[config.mk]
export PLATFORM = sky130hd
export DESIGN_NAME = sensor_debounce
export DESIGN_NICKNAME = d
export VERILOG_FILES = /design/src/rtl/sensor_debounce.sv
export SDC_FILE = /design/constraint.sdc
export NUM_CORES = 1
export LEC_CHECK = 0
export ABC_AREA = 1
export BUFFER_PORTS_ARGS = -buffer_cell sky130_fd_sc_hd__clkbuf_2
export CORE_ASPECT_RATIO = 0.75
export CORE_MARGIN = 2
export CORE_UTILIZATION = 50
export DETAILED_ROUTE_END_ITERATION = 16
export GPL_TIMING_DRIVEN = 0
export PLACE_DENSITY = 0.66
export SYNTH_ARGS = -nofsm -noshare
export SYNTH_HDL_FRONTEND = slang
export SYNTH_SLANG_ARGS = --single-unit
[constraint.sdc]
create_clock -name clk_50mhz -period 1.9 [get_ports clk_50mhz]
set_clock_uncertainty 0.05 [all_clocks]
set_input_delay 0 -clock clk_50mhz [delete_from_list [all_inputs] [get_ports clk_50mhz]]
set_output_delay 0 -clock clk_50mhz [all_outputs]
set_load 0.01 [all_outputs]
[src/rtl/sensor_debounce.sv]
// Per-channel synchroniser + counter debouncer with clean level, rise/fall and any-change strobes.
// Optional macro SENSOR_DEBOUNCE_SYNC3_EN adds a third synchroniser stage (one extra cycle of latency).
module sensor_debounce #(
  parameter int N_CH            = 4,
  parameter int DEBOUNCE_CYCLES = 1000000,
  parameter int CNT_W           = 20
) (
  input  logic            clk_50mhz,
  input  logic            rst_n,
  input  logic [N_CH-1:0] sw_raw,
  output logic [N_CH-1:0] sensor_clean,
  output logic [N_CH-1:0] rise,
  output logic [N_CH-1:0] fall,
  output logic            sensor_changed
);

  typedef enum logic {
    ST_STABLE  = 1'b0,
    ST_PENDING = 1'b1
  } state_t;

  localparam logic [CNT_W-1:0] LP_LAST = CNT_W'(DEBOUNCE_CYCLES - 1);

  generate
    if ((DEBOUNCE_CYCLES < 1) || (longint'(DEBOUNCE_CYCLES) >= (longint'(1) << CNT_W))) begin : g_bad_cfg
      $error("sensor_debounce: DEBOUNCE_CYCLES must be in 1 .. 2**CNT_W-1");
    end
  endgenerate

  logic [N_CH-1:0] r_s1;
  logic [N_CH-1:0] r_s2;
  logic [N_CH-1:0] w_sync;
  logic [N_CH-1:0] w_accept;
  logic [N_CH-1:0] r_clean;
  logic [N_CH-1:0] r_rise;
  logic [N_CH-1:0] r_fall;
  logic            r_changed;
  logic [CNT_W-1:0] r_cnt   [N_CH];
  state_t           r_state [N_CH];

`ifdef SENSOR_DEBOUNCE_SYNC3_EN
  logic [N_CH-1:0] r_s3;

  // Three-stage synchroniser for the raw asynchronous lines.
  always_ff @(posedge clk_50mhz) begin
    if (!rst_n) begin
      r_s1 <= '0;
      r_s2 <= '0;
      r_s3 <= '0;
    end else begin
      r_s1 <= sw_raw;
      r_s2 <= r_s1;
      r_s3 <= r_s2;
    end
  end

  assign w_sync = r_s3;
`else
  // Two-stage synchroniser for the raw asynchronous lines.
  always_ff @(posedge clk_50mhz) begin
    if (!rst_n) begin
      r_s1 <= '0;
      r_s2 <= '0;
    end else begin
      r_s1 <= sw_raw;
      r_s2 <= r_s1;
    end
  end

  assign w_sync = r_s2;
`endif

  // A channel is accepted when it still disagrees on the edge its counter reaches the last count.
  always_comb begin
    w_accept = '0;
    for (int i = 0; i < N_CH; i++) begin
      if ((w_sync[i] != r_clean[i]) && (r_cnt[i] == LP_LAST)) begin
        w_accept[i] = 1'b1;
      end else begin
        w_accept[i] = 1'b0;
      end
    end
  end

  // Per-channel STABLE/PENDING debounce FSM with registered level and strobes.
  always_ff @(posedge clk_50mhz) begin
    if (!rst_n) begin
      for (int i = 0; i < N_CH; i++) begin
        r_cnt[i]   <= '0;
        r_state[i] <= ST_STABLE;
      end
      r_clean   <= '0;
      r_rise    <= '0;
      r_fall    <= '0;
      r_changed <= 1'b0;
    end else begin
      for (int i = 0; i < N_CH; i++) begin
        case (r_state[i])
          ST_STABLE: begin
            if (w_sync[i] == r_clean[i]) begin
              r_cnt[i]   <= '0;
              r_state[i] <= ST_STABLE;
            end else if (w_accept[i]) begin
              // Single-cycle debounce: accept on the first mismatch.
              r_clean[i] <= w_sync[i];
              r_cnt[i]   <= '0;
              r_state[i] <= ST_STABLE;
            end else begin
              r_cnt[i]   <= CNT_W'(1);
              r_state[i] <= ST_PENDING;
            end
          end
          ST_PENDING: begin
            if (w_sync[i] == r_clean[i]) begin
              // Bounce back: drop all accumulated credit.
              r_cnt[i]   <= '0;
              r_state[i] <= ST_STABLE;
            end else if (w_accept[i]) begin
              r_clean[i] <= w_sync[i];
              r_cnt[i]   <= '0;
              r_state[i] <= ST_STABLE;
            end else begin
              r_cnt[i]   <= r_cnt[i] + CNT_W'(1);
              r_state[i] <= ST_PENDING;
            end
          end
          default: begin
            r_cnt[i]   <= '0;
            r_state[i] <= ST_STABLE;
          end
        endcase
      end
      r_rise    <= w_accept & w_sync;
      r_fall    <= w_accept & ~w_sync;
      r_changed <= |w_accept;
    end
  end

  assign sensor_clean   = r_clean;
  assign rise           = r_rise;
  assign fall           = r_fall;
  assign sensor_changed = r_changed;

endmodule

# Word-level counts from Yosys, hierarchy flattened
# Memories as Yosys holds them, arrays and structs flattened.
# Cells that the tools add are included.
# totals
output_inout_bits	13
wordCells	244
register_bits	21
memories	2
inputBits	6
mem_bits_rw	84
# classes
n_eq_ne	12
bitwise_logic	55
add_sub_neg	4
muxes	153
n_reduce_logical	9
# mem_list
memory	depth	word_bits	read_ports	rd_clocked_by_memory_dff	write_ports	line	rtl
r_cnt	4	20	4	0	4	38	logic [CNT_W-1:0] r_cnt [N_CH];
r_state	4	1	4	0	4	39	state_t r_state [N_CH];
# ops
op	n
20-bit 2-to-1 mux	24
1-bit 2-to-1 mux	129
20-bit by 1-bit adder with 20-bit output, second input constant	4
20-bit == test, second input constant	4
1-bit OR	48
4-bit AND	2
2-bit AND reduction	4
1-bit == test	4
1-bit logical AND	4
1-bit inequality test	4
1-bit NOT	4
4-bit NOT	1
4-bit OR reduction	1

# Logic depth before layout (Yosys ltp)
# Gate-level depths: netlist of the first run.
# depth
depth_word	13
ltp_mapped	9
ltp_nobuf	9

# Worst setup path before layout of the first run
# OpenSTA, ideal clock, no wires.
# synth_path
path_type	reg-to-reg
startpoint	memory r_cnt[3][0]
endpoint	memory r_cnt[3][4], data pin
setup_ns	0.256
n_path_buf	1
stages_incl_launch_ff	10
synth_period_minus_slack_ns	1.728
required_time_ns	1.594
arrival_time_ns	1.423
setup_slack_ns	0.172
cell_sequence	edfxtp_1 ha_1 inv_1 nor2_4 nand2_4 nor2_4 nand2_2 nand4_4 buf_6 nor2_1
# synth_rtl
item	line
start: declaration	38

==> results.txt, run 1 <==
Max clock buf depth: 2
gr usage total: 0.1912
Slew Limit Fails: 0
share of the clock period used by the worst path: 0.9452
uppermost layer routed: met4
top-area cell type share of the netlist area: 0.4264
# rows: 33
die span in x: 127.3 um
synthesized flop and latch total: 105
crit-path leading delay family: simple AND/OR/NAND/NOR gates
Avg Inst Size Synth: 8.476 sq um
Yosys warnings: 0
Worst Hold End: rise[2]$_SDFF_PN0_
Sum Neg Setup Slack: 0 ns
Worst-path clk slew: 0.07 ns
met1 wire length: 5.627 mm
die area: 12,290 sq um
initial antenna violation count: 0
Synth area leaders: edfxtp_1 43%, nor2_1 11%, dfxtp_1 8.4%
Final Hold Viols: 0
Num CTS Buffers: 9
status: complete, no violations
met2 wire length: 4.962 mm
crit path launch type: flop
final setup vio count: 0
Setup CP Type: reg2reg
Post-Syn Area: 5704 sq um
Multi-input gate area: 2751 sq um
pin count of the biggest net entering global routing: 18
Avg WL per Cell: 11.84 um
area grow syn2layout: 17.53%
Slew @ Worst Pin: 0.5510 ns
first-pass GRT wire length: 18.54 mm
Post-Synthesis Cells: 673
Slew headroom: 0.6327
Final ANT Viol Nets: 0
leak pwr: 2.825 nW
MaxCap Viol Count: 0
R2R Setup Slk: 0.10 ns
diode count: 0
io pins: 19
Hold Crit Depth: 3
Critical Path, Cell by Cell: ha_2, inv_1, nor2_4, nand2_4, nor2_4, nand2_2, nand4_4, buf_4, nor2_1
critical-path maximum fanout: 6
H-tree Lvls: 3
PortBufs: 17
FILL cells: 977
Peak supply drop: 0.0005477 V
first-iteration detailed-routing DRC count: 307
Placement Cell Area: 6265 sq um
core area: 11,020 sq um
Achievable Freq: 556.8 MHz
clk sink count: 105
via count: 4,499
layout cells sized above 1: 0.08593
Clk Tree Root Cell: clkbuf_16
synth unique cells: 29
sequential fraction of the synthesis area: 0.5106
max incr delay on CP: 0.40 ns
CP Capture Type: flop
CP Launch Point: r_cnt[3][1]$_SDFFCE_PN0P_
hold crit path type: in2reg
Hold Crit Start: rst_n
final instance area: 6704 sq um
Req. time, crit path: 1.95 ns
DIE HEIGHT: 96.50 um
vias per cell: 4.771
WL final: 11.16 mm
WP data arrival: 1.85 ns
Worst Path Buf+Inv: 2
DR pass1 iterations: 6
Worst-Skew Late Latency: 0.35 ns
Critical-path top delay cell: edfxtp_1
RR Endpoint: r_cnt[3][19]$_SDFFCE_PN0P_
DR DRC count: 0
RePlAce Congestion: 0.9011
most frequent cell on the critical path: nor2_4
grt ovf: 0
Tmin final: 1.796 ns
pwr/cell area: 675.9 nW/um^2
FF/Latch Area: 2913 sq um
final net count: 808
overall power: 4.531 mW
top cell type by total area after synthesis: edfxtp_1
met3 wire length: 418 um
worst r2r path cells: 9
Reg-to-Reg Start: r_cnt[3][1]$_SDFFCE_PN0P_
DP Wirelength: 8.331 mm
CTS tree: yes
effective utilization at floorplan: 0.5174
vias in the first global route: 4,094
## cell type report
cell class / count / share of cell area
clock inverters: 5 / 0.004853
plain buffers: 7 / 0.007465
multi-input cells: 554 / 0.4104
clock buffers: 11 / 0.03471
inverters: 87 / 0.04871
flip-flops and latches: 105 / 0.4345
repair buffers: 34 / 0.03322
well taps: 140 / 0.02613
## metal layers
metal  up-vias  track usage
met5         -            0
met2        79       0.3168
li1       2331            -
met3        19      0.04626
met4         0      0.05495
met1      2070       0.2534
## layout by cell type, fill, tap and decap left out, drive strengths merged
cell         synthesis  final
nand3b               4      4
xnor2               12     12
o21ai                4      4
nand4               23     23
nand2              130    130
nor2               166    166
edfxtp              81     81
inv                 87     88
a21oi                8      8
dlygate4sd3          0      4
dfxtp               24     24
clkinvlp             0      2
nor3                13     13
nand3               54     54
conb                 1     81
buf                  5     18
and2                 1      1
ha                   4      4
xor2                51     51
clkbuf               2     30
clkinv               0      2
o21bai               3      3
## through the flow
| stage | utilization | worst slack (ns) | cells | hold WS [ns] |
|---|---|---|---|---|
| finish | 0.6081 | 0.1041 | 943 | 0.1009 |
| global route | 0.6081 | -0.03226 | 943 | 0.1491 |
| CTS | 0.5997 | 0.04905 | 934 | 0.08124 |
| detailed placement | 0.5683 | -0.1518 | 910 | 0.1349 |
| global placement | 0.5683 | -0.08368 | 910 | 0.1290 |
| floorplan | - | 0.1715 | 753 | 0.04763 |
## cell families after synthesis
kind of cell | after synthesis | share of synthesized area
AOI/OAI and AO/OA | 15 | 0.01448
buffers and inverters | 94 | 0.06602
DFF | 105 | 0.5106
other | 1 | 0.0006574
xor gates and xnor gates | 63 | 0.09673
and+or+nand+nor | 391 | 0.3027
adders and majority gates | 4 | 0.008774
## worst reg2reg max path, stage by stage, from the launching register on
cell and delay (ns):
edfxtp_1 0.40, ha_2 0.25, inv_1 0.08, nor2_4 0.13
nand2_4 0.07, nor2_4 0.13, nand2_2 0.10, nand4_4 0.12
buf_4 0.17, nor2_1 0.05
## synthesized netlist by cell type (all sizes together)
cell type  number
and2            1
nand3b          4
o21ai           4
nand4          23
conb            1
xor2           51
a21oi           8
nor3           13
clkbuf          2
nor2          166
buf             5
nand3          54
inv            87
ha              4
edfxtp         81
xnor2          12
nand2         130
o21bai          3
dfxtp          24
## sequential cells by signal, indices dropped and copies added, names as in the netlist
name,flops
r_cnt,80
fall,4
r_s1,4
r_s2,4
r_state,4
rise,4
sensor_clean,4
sensor_changed,1
## repair_timing
item / CTS / global route
setup buffers: 4 / 9
endpoints found under the hold margin: 4 / 0
pin swaps: 1 / 4
gates resized for setup: 2 / 5
endpoints found under the setup margin: 29 / 50
hold buffers: 4 / 0
## worst max path at each step
stage	depth (start not counted)	endpoint	slack (ns)
floorplan	9	r_cnt[3][4]$_SDFFCE_PN0P_	0.17
CTS	7	r_cnt[0][10]$_SDFFCE_PN0P_	0.05
detailed placement	9	r_cnt[3][4]$_SDFFCE_PN0P_	-0.15
global placement	9	r_cnt[3][11]$_SDFFCE_PN0P_	-0.08
global route	7	r_cnt[2][6]$_SDFFCE_PN0P_	-0.03
finish	9	r_cnt[3][19]$_SDFFCE_PN0P_	0.10
## power breakdown
group	internal (mW)	switching (mW)	total, mW
logic	0.0757	0.139	0.215
clock network	0.888	0.812	1.70
registers	2.54	0.0753	2.62
total	3.50	1.03	4.53
Note: power is estimated with default switching activity, not from simulation.
==> run 2, diff against run 1 <==
ABC_AREA = not set   (was 1)
CORE_ASPECT_RATIO = not set   (was 0.75)
HOLD_SLACK_MARGIN = 0.1   (was not set)
PLACE_DENSITY = 0.67   (was 0.66)
==> results.txt, run 2 <==
commonest cells after routing, fill and taps aside: 81 x edfxtp_1, 81 x conb_1, 45 x buf_4, 39 x nor2_2, 27 x nand3_1
final setup vio count: 81 (+81)
DP Wirelength: 7.336 mm (-12%)
post-synthesis mux area share: 0 (unchanged)
switching share of power: 0.2372 (+0.01064)
worst r2r path cells: 5 (-4)
Placed Cells: 746 (-18%)
die area: 11,590 sq um (-5.7%)
CTS tree: yes
FILL cells: 778 (-20%)
Tmin final: 2.153 ns (+0.3575 ns)
Achievable Freq: 464.4 MHz (-17%)
PnR worst setup slack: -0.2534 ns (-0.3575 ns)
clk sink count: 105 (unchanged)
Clock power frac: 0.340 (-0.035)
max reg flops: 80 (unchanged)
Slew Limit Fails: 0 (unchanged)
die span in x: 107.6 um (-15%)
post-synthesis compound-gate area fraction: 0.08201 (+0.06754)
Post-Layout Cell Count: 825 (-13%)
Placement Cell Area: 6062 sq um (-3.2%)
Avg Inst Size Synth: 10.47 sq um (+24%)
RePlAce Congestion: 0.8255 (-8.4%)
Slew @ Worst Pin: 0.6757 ns (+0.1248 ns)
Critical Path, Cell by Cell: ha_4, nand4_4, or4_4, or4_4, a21oi_2
post-layout util: 0.7093 (+0.1012)
effective utilization at floorplan: 0.5179 (about the same)
Combinational Power Share: 0.061 (+0.014)
grt ovf: 0 (unchanged)
xor and xnor fraction of the mapped netlist area: 0.07992 (-0.01682)
most numerous cell in the Yosys netlist: edfxtp_1
MaxCap Viol Count: 0 (unchanged)
Yosys warnings: 0 (unchanged)
Reg-to-Reg Start: r_cnt[1][0]$_SDFFCE_PN0P_
Num CTS Buffers: 9 (unchanged)
most frequent cell on the critical path: or4_4
Max clock buf depth: 2 (unchanged)
DR pass1 iterations: 4 (-2)
diode count: 0 (unchanged)
main combinational cell family by area after synthesis: simple AND/OR/NAND/NOR gates
DIE HEIGHT: 107.6 um (+12%)
Post-Syn Area: 5370 sq um (-5.9%)
sequential fraction of the synthesis area: 0.5424 (+0.03177)
pwr/cell area: 595.4 nW/um^2 (-12%)
failing checks: negative setup slack
Final ANT Viol Nets: 0 (unchanged)
pin count of the biggest net entering global routing: 18 (unchanged)
share of the clock period used by the worst path: 1.133 (+0.1881)
layout cells sized above 1: 0.3353 (+0.2493)
Worst Hold End: r_s1[0]$_SDFF_PN0_
Critical-path top delay cell: or4_4
top cell type by total area after synthesis: edfxtp_1
core area: 10,370 sq um (-5.9%)
PortBufs: 17 (unchanged)
simple-gate share of the synthesized area: 0.2593 (-0.04338)
P_sw: 1.039 mW (+1.2%)
Worst-Skew Late Latency: 0.38 ns (+0.03 ns)
status: complete, but fails checks
crit path launch type: flop
Synth area leaders: edfxtp_1 45%, dfxtp_1 8.9%, nor2_1 4.3%
Sum Neg Setup Slack: -8.850 ns (-8.850 ns)
leak pwr: 2.614 nW (-7.5%)
hold_ws: 0.3091 ns (+0.2082 ns)
H-tree Lvls: 3 (unchanged)
synth unique cells: 44 (+52%)
RR Endpoint: r_cnt[1][18]$_SDFFCE_PN0P_
Hold Crit Depth: 3 (unchanged)
Slew headroom: 0.5448 (-0.08793)
Reg power frac: 0.600 (+0.023)
P_int: 3.341 mW (-4.7%)
Req. time, crit path: 2.09 ns (+0.14 ns)
top post-synthesis cells by count: 81 x edfxtp_1, 61 x nor2_1, 31 x nand3_1
Clk Tree Root Cell: clkbuf_8
Setup CP Type: reg2reg
Post-Synthesis Cells: 513 (-24%)
io pins: 19 (unchanged)
hold crit path type: in2reg
max incr delay on CP: 0.60 ns (+0.20 ns)
RSZ-0062 raised after global routing: true
area grow syn2layout: 36.98%
vias in the first global route: 4,341 (+6.0%)
via count: 4,407 (-2.0%)
Hold Crit Start: sw_raw[0]
Avg WL per Cell: 15.02 um (+27%)
number of synthesized flops with an enable pin: 81 (unchanged)
Post-synth top flop: edfxtp_1
final net count: 694 (-14%)
vias per cell: 5.342 (+12%)
WL final: 12.39 mm (+11%)
first-pass GRT wire length: 20.00 mm (+7.9%)
critical-path maximum fanout: 6 (unchanged)
ys async rst share: 0 (unchanged)
CP Capture Type: flop
DR DRC count: 0 (unchanged)
top-area cell type share of the netlist area: 0.4529 (+0.02653)
Worst-path clk slew: 0.10 ns (+0.03 ns)
Final Hold Viols: 0 (unchanged)
gr usage total: 0.2171 (+0.02588)
first-iteration detailed-routing DRC count: 190 (-38%)
initial antenna violation count: 0 (unchanged)
WP data arrival: 2.35 ns (+0.50 ns)
final instance area: 7356 sq um (+9.7%)
R2R Setup Slk: -0.25 ns (-0.36 ns)
# rows: 37 (+12%)
Peak supply drop: 0.0003371 V (-38%)
adder-cell share of the synthesized area: 0.009320 (+0.0005458)
synthesized flop and latch total: 105 (unchanged)
largest reg by FF count: r_cnt
run 2: repair_timing:
| item | in CTS | in global routing |
|---|---|---|
| hold endpoints to repair | 6 | 0 |
| buffers inserted | 44 | 21 |
| pin swaps | 19 | 30 |
| hold buffers | 5 | 0 |
| setup endpoints to repair | 85 | 89 |
| gates resized for setup | 71 | 88 |
| gates cloned | 3 | 1 |
run 2: critical path: cells and delay by family, from the launching register on:
| family | cells | cell delay, ns |
|---|---|---|
| compound gates | 1 | 0.14 |
| fa+ha+maj | 1 | 0.18 |
| flops | 1 | 0.45 |
| simple gates | 3 | 1.20 |
run 2: worst max-delay path by stage:
| stage | startpoint | endpoint | slack, ns | cells after the start |
|---|---|---|---|---|
| finish | r_cnt[1][0]$_SDFFCE_PN0P_ | r_cnt[1][18]$_SDFFCE_PN0P_ | -0.25 | 5 |
| global route | r_cnt[1][0]$_SDFFCE_PN0P_ | r_cnt[1][18]$_SDFFCE_PN0P_ | -0.30 | 5 |
| CTS | r_cnt[1][0]$_SDFFCE_PN0P_ | r_cnt[1][18]$_SDFFCE_PN0P_ | -0.31 | 6 |
| detailed placement | r_cnt[2][0]$_SDFFCE_PN0P_ | r_cnt[2][10]$_SDFFCE_PN0P_ | -0.42 | 8 |
| global placement | r_cnt[1][0]$_SDFFCE_PN0P_ | r_cnt[1][18]$_SDFFCE_PN0P_ | -0.40 | 6 |
| floorplan | r_cnt[1][0]$_SDFFCE_PN0P_ | r_cnt[1][18]$_SDFFCE_PN0P_ | -0.23 | 6 |
run 2: power groups by stage:
stage | Sequential (mW) | Combinational, mW | Clock (mW)
floorplan | 2.65 | 0.130 | 0
global route | 2.64 | 0.297 | 1.59
finish | 2.63 | 0.266 | 1.49
global placement | 2.67 | 0.151 | 0
CTS | 2.62 | 0.214 | 1.51
detailed placement | 2.68 | 0.154 | 0
run 2: layer usage:
metal | part of all wire | vias to the layer above | GRT usage
met5 | 0 | - | 0
met1 | 0.46 | 2147 | 0.2885
met3 | 0.026 | 26 | 0.03027
met2 | 0.49 | 72 | 0.3580
li1 | - | 2162 | -
met4 | 0.025 | 0 | 0.08883
run 2: final cells by class:
cell class                      instances  area (sq um)  area share
Buffer                                 11         97.59     0.01327
Clock buffer                           12         187.7     0.02551
Clock inverter                          4         28.78    0.003912
Inverter                               16         60.06    0.008165
Multi-Input combinational cell        455          3199      0.4349
Sequential cell                       105          2913      0.3960
Tap cell                              136         170.2     0.02313
Timing Repair Buffer                   86         699.4     0.09508
run 2: kinds of logic (layout without fill, tap and decap cells):
family | Yosys count | in the layout
other | 1 | 81
AND/OR/NAND/NOR | 252 | 252
buffers and inverters | 33 | 129
XOR/XNOR | 49 | 49
flip-flops | 105 | 105
adder cells (fa/ha/maj) | 4 | 4
AO/OA/AOI/OAI | 69 | 69
run 2: stage by stage:
stage | worst slack [ns] | power [mW]
floorplan | -0.2296 | 2.782
global placement | -0.4014 | 2.824
detailed placement | -0.4191 | 2.831
CTS | -0.3075 | 4.349
global route | -0.2953 | 4.531
finish | -0.2534 | 4.380
